===== src/rtl/ifu_prefetch.sv =====
// -----------------------------------------------------------------------------
// ifu_prefetch
//
// Instruction prefetch stage. Owns the program counter, drives the instruction
// SRAM request port, captures the returned word one cycle later and buffers
// {pc, ins} pairs in a small FIFO that feeds the execute stage through a
// valid/ready handshake. A redirect from execute flushes the FIFO, discards the
// response that lands in the redirect cycle, and fetches the target in that
// same cycle.
//
// Parameters:
//   PC_W     - PC / SRAM byte-address width (default 16)
//   RESET_PC - first fetch address after reset (default 16'h0000)
//   DEPTH    - FIFO entries, at least 2 for one instruction per cycle
//
// Ports:
//   clk      in   1     rising-edge clock
//   rstn     in   1     asynchronous active-low reset
//   ins_a    out  PC_W  fetch byte address, bits [1:0] always 0
//   ins_e    out  1     fetch request (combinational)
//   ins      in   32    SRAM read data, valid the cycle after ins_e
//   br_e     in   1     redirect request from execute
//   br_pc    in   PC_W  redirect target, bits [1:0] ignored
//   ifu_vld  out  1     head entry valid
//   ifu_pc   out  PC_W  head PC (0 while not valid)
//   ifu_ins  out  32    head instruction word (0 while not valid)
//   ifu_rdy  in   1     execute accepts the head this cycle
//
// Configuration macro:
//   IFU_PREFETCH_BYPASS_EN - when defined, a response arriving while the FIFO
//   is empty is presented combinationally on ifu_* in its arrival cycle and is
//   only written into the FIFO if it is not consumed there. Fetch latency and
//   redirect penalty both drop from 2 to 1. When undefined, ifu_* come from
//   FIFO storage only.
// -----------------------------------------------------------------------------
module ifu_prefetch #(
  parameter int unsigned     PC_W     = 16,
  parameter logic [PC_W-1:0] RESET_PC = '0,
  parameter int unsigned     DEPTH    = 2
) (
  input  logic            clk,
  input  logic            rstn,
  output logic [PC_W-1:0] ins_a,
  output logic            ins_e,
  input  logic [31:0]     ins,
  input  logic            br_e,
  input  logic [PC_W-1:0] br_pc,
  output logic            ifu_vld,
  output logic [PC_W-1:0] ifu_pc,
  output logic [31:0]     ifu_ins,
  input  logic            ifu_rdy
);

  localparam int unsigned PTR_W = (DEPTH > 1) ? $clog2(DEPTH) : 1;
  localparam int unsigned CNT_W = $clog2(DEPTH + 1);

  typedef struct packed {
    logic [PC_W-1:0] pc;
    logic [31:0]     ins;
  } entry_t;

  // ---------------------------------------------------------------------------
  // State
  // ---------------------------------------------------------------------------
  logic             run;       // 0 during the first cycle after reset release
  logic [PC_W-1:0]  pc;        // next sequential fetch address
  logic [PC_W-1:0]  req_pc;    // address of the request issued last cycle
  logic             inflight;  // a response is on `ins` this cycle

  entry_t           mem [DEPTH];
  logic [PTR_W-1:0] rd_ptr;
  logic [PTR_W-1:0] wr_ptr;
  logic [CNT_W-1:0] count;

  // ---------------------------------------------------------------------------
  // Combinational control
  // ---------------------------------------------------------------------------
  logic             redirect;
  logic             kill;      // response arriving this cycle must be dropped
  logic             byp;       // head is taken straight from the SRAM response
  logic             fifo_empty;
  logic             pop;       // execute consumes the head
  logic             pop_fifo;  // ... and the head came from FIFO storage
  logic             push;
  logic             credit;
  logic             issue;
  logic [CNT_W:0]   used;
  logic [PC_W-1:0]  target;
  entry_t           head;

  // br_pc[1:0] is deliberately dropped: fetches are word aligned.
  logic             unused_br_lsb;
  assign unused_br_lsb = ^br_pc[1:0];

  assign target     = {br_pc[PC_W-1:2], 2'b00};
  assign redirect   = run & br_e;
  assign fifo_empty = (count == '0);

  // The only response that can be in flight during a redirect is the one
  // landing in the redirect cycle itself (it belongs to the old path). The
  // target request issued in that cycle must be kept, so the discard applies
  // to the current cycle only.
  assign kill = redirect;

`ifdef IFU_PREFETCH_BYPASS_EN
  // Depends only on registered state, so ifu_vld never combinationally
  // depends on br_e or ifu_rdy.
  assign byp = fifo_empty & inflight;
`else
  assign byp = 1'b0;
`endif

  // Head selection. Outputs are forced to zero while nothing is valid so the
  // un-reset FIFO storage never leaks onto the bus.
  always_comb begin
    // NOTE: every always_comb output gets a default first, so no path can
    // leave it unassigned and infer a latch.
    head    = mem[rd_ptr];
    ifu_vld = ~fifo_empty;
    if (byp) begin
      head.pc  = req_pc;
      head.ins = ins;
      ifu_vld  = 1'b1;
    end
  end

  assign ifu_pc  = ifu_vld ? head.pc  : '0;
  assign ifu_ins = ifu_vld ? head.ins : '0;

  // A redirect takes priority over consumption of the head.
  assign pop      = ifu_vld & ifu_rdy & ~br_e;
  assign pop_fifo = pop & ~byp;

  // A bypassed response that is consumed immediately never occupies storage.
  assign push = inflight & ~kill & ~(byp & pop);

  // Credit: entries held plus the response in flight, less the one leaving
  // this cycle, must stay below DEPTH for a new request to be safe. pop can
  // only be 1 when count or inflight is non-zero, so this never underflows.
  assign used   = {1'b0, count}
                + {{CNT_W{1'b0}}, inflight}
                - {{CNT_W{1'b0}}, pop};
  assign credit = (used < (CNT_W + 1)'(DEPTH));
  assign issue  = run & credit;

  // Request port. A redirect always issues: the flush frees every entry.
  always_comb begin
    ins_e = 1'b0;
    ins_a = pc;
    if (redirect) begin
      ins_e = 1'b1;
      ins_a = target;
    end else if (issue) begin
      ins_e = 1'b1;
    end
  end

  // ---------------------------------------------------------------------------
  // Fetch-side registers
  // ---------------------------------------------------------------------------
  // NOTE: sequential state is updated with non-blocking assignments only, so
  // every flop samples the pre-edge value of every other flop.
  always_ff @(posedge clk or negedge rstn) begin
    if (!rstn) begin
      run      <= 1'b0;
      pc       <= RESET_PC;
      req_pc   <= RESET_PC;
      inflight <= 1'b0;
    end else begin
      run      <= 1'b1;
      inflight <= ins_e;
      if (ins_e) begin
        req_pc <= ins_a;
        // PC arithmetic wraps modulo 2^PC_W.
        pc     <= ins_a + PC_W'(4);
      end
    end
  end

  // ---------------------------------------------------------------------------
  // FIFO pointers and occupancy
  // ---------------------------------------------------------------------------
  function automatic logic [PTR_W-1:0] ptr_inc(input logic [PTR_W-1:0] p);
    return (p == PTR_W'(DEPTH - 1)) ? '0 : p + 1'b1;
  endfunction

  always_ff @(posedge clk or negedge rstn) begin
    if (!rstn) begin
      rd_ptr <= '0;
      wr_ptr <= '0;
      count  <= '0;
    end else if (redirect) begin
      rd_ptr <= '0;
      wr_ptr <= '0;
      count  <= '0;
    end else begin
      if (push)     wr_ptr <= ptr_inc(wr_ptr);
      if (pop_fifo) rd_ptr <= ptr_inc(rd_ptr);
      count <= count + CNT_W'(push) - CNT_W'(pop_fifo);
    end
  end

  // NOTE: the storage array has no reset; an entry is only observable once
  // count says it was written, and the output mux zeroes ifu_* otherwise.
  // Writing into the slot being popped when full is safe: the read is
  // combinational in this cycle, the write lands at the edge.
  always_ff @(posedge clk) begin
    if (push) begin
      mem[wr_ptr].pc  <= req_pc;
      mem[wr_ptr].ins <= ins;
    end
  end

endmodule


===== config.mk =====
export PLATFORM = sky130hd
export DESIGN_NAME = ifu_prefetch
export DESIGN_NICKNAME = d
export VERILOG_FILES = /design/src/rtl/ifu_prefetch.sv
export SDC_FILE = /design/constraint.sdc
export NUM_CORES = 1
export LEC_CHECK = 0
export ABC_AREA = 1
export BUFFER_PORTS_ARGS = -buffer_cell sky130_fd_sc_hd__buf_4
export CAP_MARGIN = 5
export CORE_MARGIN = 4
export CORE_UTILIZATION = 45
export DETAILED_ROUTE_END_ITERATION = 8
export GPL_TIMING_DRIVEN = 1
export PLACE_DENSITY = 0.74
export SLEW_MARGIN = 5
export SYNTH_ARGS = -nofsm -noshare
export SYNTH_HDL_FRONTEND = slang
export SYNTH_SLANG_ARGS = --single-unit

===== constraint.sdc =====
create_clock -name clk -period 8 [get_ports clk]
set_input_delay 1.6 -clock clk [delete_from_list [all_inputs] [get_ports clk]]
set_output_delay 1.6 -clock clk [all_outputs]
set_load 0.03 [all_outputs]

# == After elaboration in Yosys (flattened, before gate mapping) ==
# Memories as Yosys holds them, arrays and structs flattened.
# Index checks and enable logic that the tools add are counted.
# word_totals
reg_bits,38
latch_bits,0
mem_bits_rw,96
mem_bits_ro,0
input_bits,52
out_inout_bits,66
word_cells,41
memories,1
# mem_list
name,words,word_bits,read_ports,rd_ports_with_merged_regs,wr,line,rtl
mem,2,48,1,0,1,70,entry_t mem [DEPTH];
# classes
add_sub_neg,7
multipliers,0
div_mod_pow,0
order_cmp,1
n_eq_ne,0
shift,0
muxes,14
n_bitwise,8
reduce_logical,3
# op_table
op,n
2-to-1 mux 16 bit,2
2-to-1 mux 32 bit,1
adder 16 x 3 -> 16 bit (second input constant),1
2-to-1 mux 1 bit,10
bitwise AND 1 bit,5
nonzero test 2 bit,2
adder 2 x 1 -> 3 bit,1
< comparator 3 x 2 -> 1 bit (second input constant),1
NOT 1 bit,3
subtractor 3 x 1 -> 3 bit,1
adder 1 bit (second input constant),2
adder 2 x 1 -> 2 bit,1
zero test 2 bit,1
2-to-1 mux 2 bit,1
subtractor 2 x 1 -> 2 bit,1

# == Logic depth before layout (Yosys ltp) ==
# Gate-level depths: netlist of the first run.
# depth
word_depth,9
mapped_depth,15
ltp_nobuf,14

# == Worst setup path after synthesis of the first run ==
# No wires, ideal clock.
# synth_path
kind,input to output
from,in br_e
to,out ins_e
t_arrival_ps,3448
required_ps,6400
slack_ps,2952
path_stages,10
path_buffers,2
path_cell_list,buf_4 > nor3_1 > inv_1 > nor2_1 > o21ai_0 > fa_1 > nand2_1 > nand3b_1 > nand2_2 > buf_2
# synth_via
elab_chain_cells,7
elab_cells_between_ends,8
classes_between,add/sub (1); order compare (1); mux (2); bitwise (4)
# synth_rtl
element,line,rtl
from (decl),46,"input logic br_e,"
NOT 1 bit,131,assign pop = ifu_vld & ifu_rdy & ~br_e;
bitwise AND 1 bit,131,
subtractor 3 x 1 -> 3 bit,142,"- {{CNT_W{1'b0}}, pop};"
< comparator 3 x 2 -> 1 bit,143,assign credit = (used < (CNT_W + 1)'(DEPTH));
bitwise AND 1 bit,144,assign issue = run & credit;
2-to-1 mux 1 bit,153,end else if (issue) begin
2-to-1 mux 1 bit (*),150,if (redirect) begin
to (decl),44,"output logic ins_e,"
# Every way passes the cells marked *; elsewhere a longest branch is shown, timed or not.

# == Worst setup path after layout of the first run ==
# Same ends and word-level chain as after synthesis.

==> flow_summary_export.csv, run 1 <==
group,metric,value,unit
placement,globalplace.congestion,0.8322,
finish,drive_gt1_share,26.99,%
min_path,min_path_type,"flip-flop to flip-flop",
timing,slew_viol_final,0,
global_routing,use_met2,28.68,%
floorplan,rows,40,
critical_path,worstPathMaxFanout,24,
routing,via_per_inst,4.999,
global_routing,grt_pass1_vias,4076,
global_routing,grt_antenna_before_repair,0,
routing,antenna_left,0,
finish,post-route-util,59.41,%
clock_tree,cts-resized-gates,0,
finish,finalInstanceArea,7254,sq um
synthesis,yosysSeqAreaShare,66.56,%
finish,num-fill-cells,1036,
routing,drc,0,
placement,placed_cells,803,
placement,port_buffers,115,
floorplan,die_w,120.4,um
timing,setup_viol,0,
synthesis,syn_area,5684,sq um
synthesis,yosys_warnings,0,
synthesis,ys_ff_latch,132,
finish,fin_cells,835,
timing,hold_violations,0,
routing,dr_total_vias,4174,
global_routing,gr-usage-met1,23.98,%
critical_path,r2r_cells,13,
floorplan,die_h,120.4,um
critical_path,crit_type,"input pin to output pin",
timing,clock_skew,9.413,ps
timing,setup_ws,2282,ps
critical_path,cp.required,6400,ps
timing,max_slew.worst_pin.slew,1182,ps
outcome,outcome,"finished clean",
timing,min_period,5718,ps
timing,tns,0,ps
timing,rsz0062_at_grt,"false",
critical_path,crit_path_start_kind,"input pin",
floorplan,start_util,46.55,%
synthesis,yosys.area.top_type,"edfxtp_1",
clock_tree,clkTransAtPathRegs,50,ps
job,drv_cap,0,
global_routing,grt_use_total,18.09,%
routing,finalWirelength,12710,um
power,p_leak,3.109,nW
placement,place_area,6665,sq um
routing,drt_iter0_drc,272,
floorplan,io_pins,118,
power,power.total,3.087,mW
routing,first_pass_iters,5,
timing,fmax,0.1749,GHz
routing,avgRoutedWirePerCell,15.22,um
placement,post-place-ws,2317,ps
power,pwr_density_cell,425.5,nW/um^2
synthesis,postSynthCellCount,542,
timing,hold_ws,470.3,ps
clock_tree,cts_sinks,132,
finish,nets,710,
clock_tree,htree_levels,4,
placement,dp_hpwl,8175,um
clock_tree,cts_max_path_buffers,2,
critical_path,critPathCaptureType,"output pin",
synthesis,synth_top_area_share,50.72,%
clock_tree,cts_tree,"yes",
clock_tree,cts-root-buf,"clkbuf_16",
synthesis,syn_nets,598,
global_routing,top_usage_layer,"met2",
floorplan,design.die.area,14490,sq um
power,ir_drop,0.0001933,V
clock_tree,numCtsBuffers,17,
critical_path,cp.arrival,4120,ps
clock_tree,ctsHoldBuffers,0,
global_routing,grt_pass1_wl,20390,um
clock_tree,postCtsSetupBuffers,0,
min_path,hold_path_depth,0,
global_routing,grt_max_degree,51,
finish,area_growth,27.62,%
synthesis,ys_types,32,
clock_tree,clk_latency,410,ps
timing,relSlewSlack,21.01,%
finish,n_antenna_cell,0,
floorplan,coreArea,12210,sq um
global_routing,gr-usage-met3,4.818,%
global_routing,grt_overflow_total,0,
synthesis,syn_avg_cell_area,10.49,sq um
timing,fin_crit_sh,71.48,%
synthesis,synthTopCellsByArea,"edfxtp_1, dfrtp_1, nand2_1",
==> cell type report <==
cell class                      count  area, sq um  area share [%]
Inverter                           37        138.9           1.914
Clock inverter                     14        160.2           2.208
Sequential cell                   132         3784           52.16
Timing Repair Buffer              118        885.9           12.21
Clock buffer                       18        429.2           5.916
Multi-Input combinational cell    348         1647           22.70
Tap cell                          168        210.2           2.898
==> metal layers <==
| layer | wire (um) | vias up |
|---|---|---|
| met2 | 5951 | 166 |
| met3 | 865 | 13 |
| met5 | 0 | - |
| li1 | - | 2027 |
| met1 | 5709 | 1968 |
| met4 | 179 | 0 |
==> worst paths after layout <==
| path | from | to | slack [ps] |
|---|---|---|---|
| hold / removal | pc[1] | mem[0][33] | 470 |
| min in group asynchronous | rstn | pc[12] | 1140 |
| hold reg to reg | pc[1] | mem[0][33] | 470 |
| max in group asynchronous | rstn | req_pc[3] | 6510 |
| setup reg to reg | count[1] | pc[12] | 3840 |
| setup / recovery | br_e | ins_e | 2280 |
==> synthesized netlist by cell type <==
master,count
o21ai_4,1
nand4_1,2
buf_4,2
edfxtp_1,96
nor2_1,42
dfrtp_1,36
nor2_4,5
ha_1,3
buf_2,5
o211ai_1,2
o21ai_0,10
xnor2_1,1
nor3_1,1
a31oi_1,2
fa_1,1
buf_6,4
conb_1,1
inv_2,6
nand2_2,9
nand2_4,2
nand3_1,25
mux2_2,1
clkbuf_1,14
nand3_2,3
a21oi_1,50
o22ai_1,2
o21ai_2,3
inv_1,31
nand2_1,178
o21ai_1,2
xor2_1,1
nand3b_1,1
==> registers in the layout, indices dropped and copies added, names as in the netlist <==
| name | flops |
|---|---|
| run | 1 |
| rd_ptr | 1 |
| wr_ptr | 1 |
| mem | 96 |
| pc | 16 |
| inflight | 1 |
| req_pc | 14 |
| count | 2 |
==> report_power, final <==
part           total [mW]  switching [mW]  internal, mW
Clock               0.764           0.278         0.486
Sequential           1.06          0.0865         0.970
Combinational        1.27           0.874         0.392
==> cells in the final DEF (no fill, tap or decap), types with 4 or more instances in the layout <==
cell type / synthesis / final
nand3_1: 25 / 25
nor2_4: 5 / 8
clkbuf_16: 0 / 17
nand2_1: 178 / 178
o21ai_0: 10 / 10
clkinvlp_4: 0 / 4
buf_4: 2 / 118
inv_1: 31 / 31
a21oi_1: 50 / 50
nand2_2: 9 / 9
nor2_1: 42 / 39
edfxtp_1: 96 / 96
inv_2: 6 / 6
dfrtp_1: 36 / 36
==> kinds of logic (layout without fill, tap and decap cells) <==
logic type	Yosys count	after routing	synth area share (%)
AND/OR/NAND/NOR	268	268	20.07
XOR/XNOR	2	2	0.3082
other	1	1	0.06597
adder cells (fa/ha/maj)	4	4	1.013
buffers and inverters	62	187	4.864
flip-flops	132	132	66.56
AO/OA/AOI/OAI	72	72	6.912
multiplexers	1	1	0.1981
==> worst max-delay path: stages <==
cell and delay (ps):
buf_4 170, nor3_1 430, inv_1 170, nor2_1 200, o21ai_0 130, fa_1 500
nand2_1 60, nand3b_1 200, nand2_2 390, buf_4 250
(Power assumes the default switching activity.)
==> run 2: changes to the inputs <==
==> constraint.sdc (replaced) <==
create_clock -name clk -period 5.4 [get_ports clk]
set_input_delay 1.08 -clock clk [delete_from_list [all_inputs] [get_ports clk]]
set_output_delay 1.08 -clock clk [all_outputs]
set_load 0.03 [all_outputs]
==> run 2 against run 1 <==
  * Sequential power up 47%
  * Cell area about the same
  * Sequential share of layout area about the same
  * Routed wire length rose by 0.17%
  * Die area stayed put
  * Critical path depth is the same
  * Clock power increased by 44%
  * Largest cell class unchanged
  * Cell count up 0.24%
==> flow_summary_export.csv, run 2 (synthesized netlist as in run 1, its figures left out) <==
group,metric,value,unit
outcome,outcome,"finished clean",
global_routing,grt_max_degree,51,
routing,via_per_inst,5.033,
critical_path,cp.required,4320,ps
timing,fin_crit_sh,78.17,%
routing,finalWirelength,12730,um
critical_path,path_cells,"buf_4, nor3_1, inv_1, nor2_1, o21ai_0, fa_1, nand2_1, nand3b_1, nand2_2, buf_4",
critical_path,path_common_cell,"buf_4",
finish,layout_commonest_cell,"nand2_1",
clock_tree,cts-root-buf,"clkbuf_16",
critical_path,r2r_start,"count[1]",
placement,port_buffers,115,
timing,hold_ws,472.2,ps
clock_tree,cts_max_path_buffers,2,
power,p_leak,3.122,nW
clock_tree,postCtsSetupBuffers,0,
floorplan,io_pins,118,
finish,n_antenna_cell,0,
critical_path,crit_start,"br_e",
timing,fmax,0.2369,GHz
finish,num-fill-cells,1042,
finish,area_growth,27.54,%
global_routing,grt_use_total,18.22,%
floorplan,start_util,46.55,%
critical_path,crit_family,"simple AND/OR/NAND/NOR gates",
global_routing,grt_overflow_total,0,
clock_tree,cts-resized-gates,0,
finish,layout_common_cells,"nand2_1, buf_4, edfxtp_1",
finish,regMostFlops,"mem",
timing,max_slew.worst_pin.slew,875.2,ps
clock_tree,ctsHoldBuffers,0,
finish,drive_gt1_share,27.20,%
power,power.total,4.552,mW
critical_path,reg2reg_slack,2070,ps
routing,drc,0,
routing,avgRoutedWirePerCell,15.20,um
finish,reg.largest.list,"mem x96, pc x16, req_pc x14",
finish,largest_reg_flops,96,
critical_path,cp.arrival,3140,ps
timing,rsz0062_at_grt,"false",
routing,first_pass_iters,5,
global_routing,grt_antenna_before_repair,0,
timing,tns,0,ps
min_path,min_path_type,"flip-flop to flip-flop",
floorplan,coreArea,12210,sq um
placement,dp_hpwl,8109,um
routing,dr_total_vias,4213,
timing,hold_violations,0,
critical_path,crit_path_start_kind,"input pin",
finish,seq_area,3784,sq um
critical_path,crit_buf_inv,3,
timing,setup_viol,0,
global_routing,grt_pass1_wl,20600,um
critical_path,worstPathMaxFanout,12,
power,ir_drop,0.0002939,V
timing,min_period,4221,ps
floorplan,design.die.area,14490,sq um
clock_tree,clkTransAtPathRegs,50,ps
routing,antenna_left,0,
clock_tree,cts_sinks,132,
finish,multi_input_area,1647,sq um
power,pwr_density_cell,627.9,nW/um^2
global_routing,grt_pass1_vias,4104,
min_path,holdCritStartpoint,"pc[0]",
critical_path,cpPeakStageDelay,520,ps
timing,clock_skew,7.264,ps
critical_path,crit_type,"input pin to output pin",
routing,drt_iter0_drc,348,
critical_path,slowest_stage,"fa_1",
floorplan,rows,40,
clock_tree,numCtsBuffers,17,
clock_tree,cts_tree,"yes",
finish,nets,712,
floorplan,die_h,120.4,um
job,drv_cap,0,
placement,globalplace.congestion,0.8603,
floorplan,die_w,120.4,um
critical_path,critPathCaptureType,"output pin",
timing,slew_viol_final,0,
clock_tree,clk_latency,410,ps
timing,relSlewSlack,41.57,%
clock_tree,htree_levels,4,
-- run 2: cell count changes in the layout (fill, tap and decap cells not counted) --
cell,before,now
clkbuf_1,1,2
clkinv_4,1,0
clkinvlp_4,4,2
clkinv_1,2,1
buf_4,118,120
clkbuf_8,0,2
bufinv_16,3,2
clkinv_2,3,6
inv_6,1,0
-- run 2: final cells by class --
class | count | area share, %
Multi-Input combinational cell | 348 | 22.71
Tap cell | 168 | 2.900
Inverter | 37 | 1.916
Clock buffer | 21 | 6.351
Sequential cell | 132 | 52.19
Clock inverter | 11 | 1.502
Timing Repair Buffer | 120 | 12.43
-- run 2: layer usage --
metal	GRT usage [%]	share of wire, %	vias to the layer above	routed length [um]
met2	28.22	47	156	5951
met3	5.285	7.1	18	902
met5	0	0	-	0
met4	7.295	1.5	0	195
met1	24.25	45	2006	5677
li1	-	-	2033	-
-- run 2: worst paths after layout --
check,cells past startpoint,endpoint
worst max-delay path,10,ins_e
worst min-delay path,0,mem[0][32]
worst max register to register,14,pc[12]
worst min register to register,0,mem[0][32]
max in group asynchronous,1,pc[1]
min in group asynchronous,1,pc[12]
-- run 2: where the power goes --
part           total [mW]  leakage [nW]  switching, mW  internal (mW)
Combinational        1.89          1.51           1.31          0.588
Clock                1.10         0.280          0.401          0.696
Sequential           1.56          1.34          0.125           1.44
-- run 2: through the flow --
stage / util [%] / area [sq um] / cells / setup slack [ps]
detailed placement: 54.70 / 6680 / 805 / 1217
floorplan: - / 5684 / 542 / 1392
finish: 59.36 / 7249 / 837 / 1179
global placement: 54.70 / 6680 / 805 / 1319
global route: 59.36 / 7249 / 837 / 1035
CTS: 59.36 / 7249 / 837 / 1205
==> run 3: changes to the inputs <==
==> constraint.sdc (replaced) <==
create_clock -name clk -period 4.3 [get_ports clk]
set_input_delay 0.86 -clock clk [delete_from_list [all_inputs] [get_ports clk]]
set_output_delay 0.86 -clock clk [all_outputs]
set_load 0.03 [all_outputs]
==> run 3 against run 2 <==
  * Sequential power rose by 26%
  * Cell area fell by 0.57%
  * Clock power rose by 16%
  * Cell count did not move
  * Routed wire length fell by 1.1%
  * Non-clock buffer count did not move
  * Register-to-register slack got worse by 820 ps
  * Die area did not move
  * Via count fell by 1.5%
  * Sequential cell count did not move
  * Combinational power rose by 25%
  * Critical path type unchanged
==> flow_summary_export.csv, run 3 (synthesized netlist as in run 1, its figures left out) <==
group,metric,value,unit
global_routing,grt_overflow_total,0,
placement,port_buffers,115,
global_routing,grt_pass1_vias,4170,
finish,layout_common_cells,"nand2_1, buf_4, edfxtp_1",
finish,largest_reg_flops,96,
critical_path,critPathCaptureType,"output pin",
job,drv_cap,0,
timing,min_period,3782,ps
clock_tree,cts-root-buf,"clkbuf_16",
global_routing,grt_antenna_before_repair,0,
clock_tree,cts_max_path_buffers,2,
routing,first_pass_iters,4,
finish,post-route-util,59.03,%
finish,finalInstanceArea,7208,sq um
finish,layout_commonest_cell,"nand2_1",
clock_tree,cts_sinks,132,
clock_tree,postCtsSetupBuffers,0,
finish,seq_area,3784,sq um
finish,num-fill-cells,1058,
floorplan,coreArea,12210,sq um
routing,via_per_inst,4.958,
routing,avgRoutedWirePerCell,15.04,um
placement,globalplace.congestion,0.8417,
floorplan,design.die.area,14490,sq um
critical_path,cp.arrival,2920,ps
critical_path,crit_family,"simple AND/OR/NAND/NOR gates",
critical_path,crit_path_start_kind,"input pin",
critical_path,cp.required,3440,ps
finish,reg.largest.list,"mem x96, pc x16, req_pc x14",
global_routing,grt_use_total,18.28,%
finish,multi_input_area,1647,sq um
clock_tree,cts_tree,"yes",
timing,hold_violations,0,
clock_tree,cts-resized-gates,0,
power,ir_drop,0.0004194,V
clock_tree,clk_latency,410,ps
global_routing,grt_max_degree,51,
critical_path,slowest_stage,"fa_1",
power,pwr_density_cell,778.1,nW/um^2
critical_path,crit_buf_inv,3,
critical_path,path_common_cell,"buf_4",
floorplan,rows,40,
finish,regMostFlops,"mem",
routing,finalWirelength,12590,um
timing,slew_viol_final,0,
placement,place_area,6680,sq um
finish,n_antenna_cell,0,
timing,clock_skew,6.318,ps
timing,setup_viol,0,
timing,fin_crit_sh,87.96,%
outcome,outcome,"finished clean",
critical_path,worstPathMaxFanout,12,
clock_tree,htree_levels,4,
critical_path,path_cells,"buf_4, nor3_1, inv_1, nor2_1, o21ai_0, fa_1, nand2_1, nand3b_1, nand2_2, buf_4",
floorplan,io_pins,118,
finish,nets,712,
placement,dp_hpwl,8018,um
min_path,min_path_type,"input pin to asynchronous set/reset pin",
floorplan,die_h,120.4,um
routing,drc,0,
critical_path,cpPeakStageDelay,510,ps
floorplan,start_util,46.55,%
finish,drive_gt1_share,26.61,%
routing,antenna_left,0,
power,p_leak,3.091,nW
timing,relSlewSlack,41.90,%
floorplan,die_w,120.4,um
timing,fmax,0.2644,GHz
global_routing,grt_pass1_wl,20710,um
clock_tree,ctsHoldBuffers,0,
finish,area_growth,26.81,%
clock_tree,numCtsBuffers,17,
timing,tns,0,ps
timing,max_slew.worst_pin.slew,870.3,ps
timing,rsz0062_at_grt,"false",
critical_path,crit_type,"input pin to output pin",
routing,dr_total_vias,4150,
clock_tree,clkTransAtPathRegs,50,ps
routing,drt_iter0_drc,329,
[run 3: area by class of cell]
type,instances,area share [%]
clock inverter,11,1.215
sequential,132,52.49
tap,168,2.916
timing repair buffer,120,12.50
inverter,37,1.927
clock buffer,21,6.110
multi-input combinational,348,22.84
[run 3: routing by layer]
metal	up-vias	wire length (um)	GRT usage, %
met5	-	0	0
met1	1956	5538	23.15
li1	2031	-	-
met2	144	6000	29.72
met3	19	850	5.566
met4	0	199	6.799
[run 3: stage by stage]
stage	setup slack (ps)	total power [mW]	cells	hold WS, ps
floorplan	578.6	3.552	542	438.2
global placement	622.6	4.304	805	449.0
detailed placement	572.8	4.368	805	456.9
CTS	506.0	5.662	837	407.5
global route	313.0	5.958	837	429.0
finish	517.9	5.609	837	396.9
[run 3: where the power goes]
group | internal, mW | switching [mW] | total [mW]
clock network | 0.784 | 0.494 | 1.28
registers | 1.81 | 0.160 | 1.97
logic | 0.736 | 1.63 | 2.36
total | 3.33 | 2.28 | 5.61
[run 3: worst paths after layout]
kind / start / slack [ps] / end / depth (start not counted)
min: rstn / 400 / pc[12] / 1
min reg2reg: pc[1] / 470 / mem[1][33] / 0
min in group clk: pc[1] / 470 / mem[1][33] / 0
max: br_e / 520 / ins_e / 10
max in group asynchronous: rstn / 3560 / pc[1] / 1
max reg2reg: count[1] / 1250 / pc[11] / 13
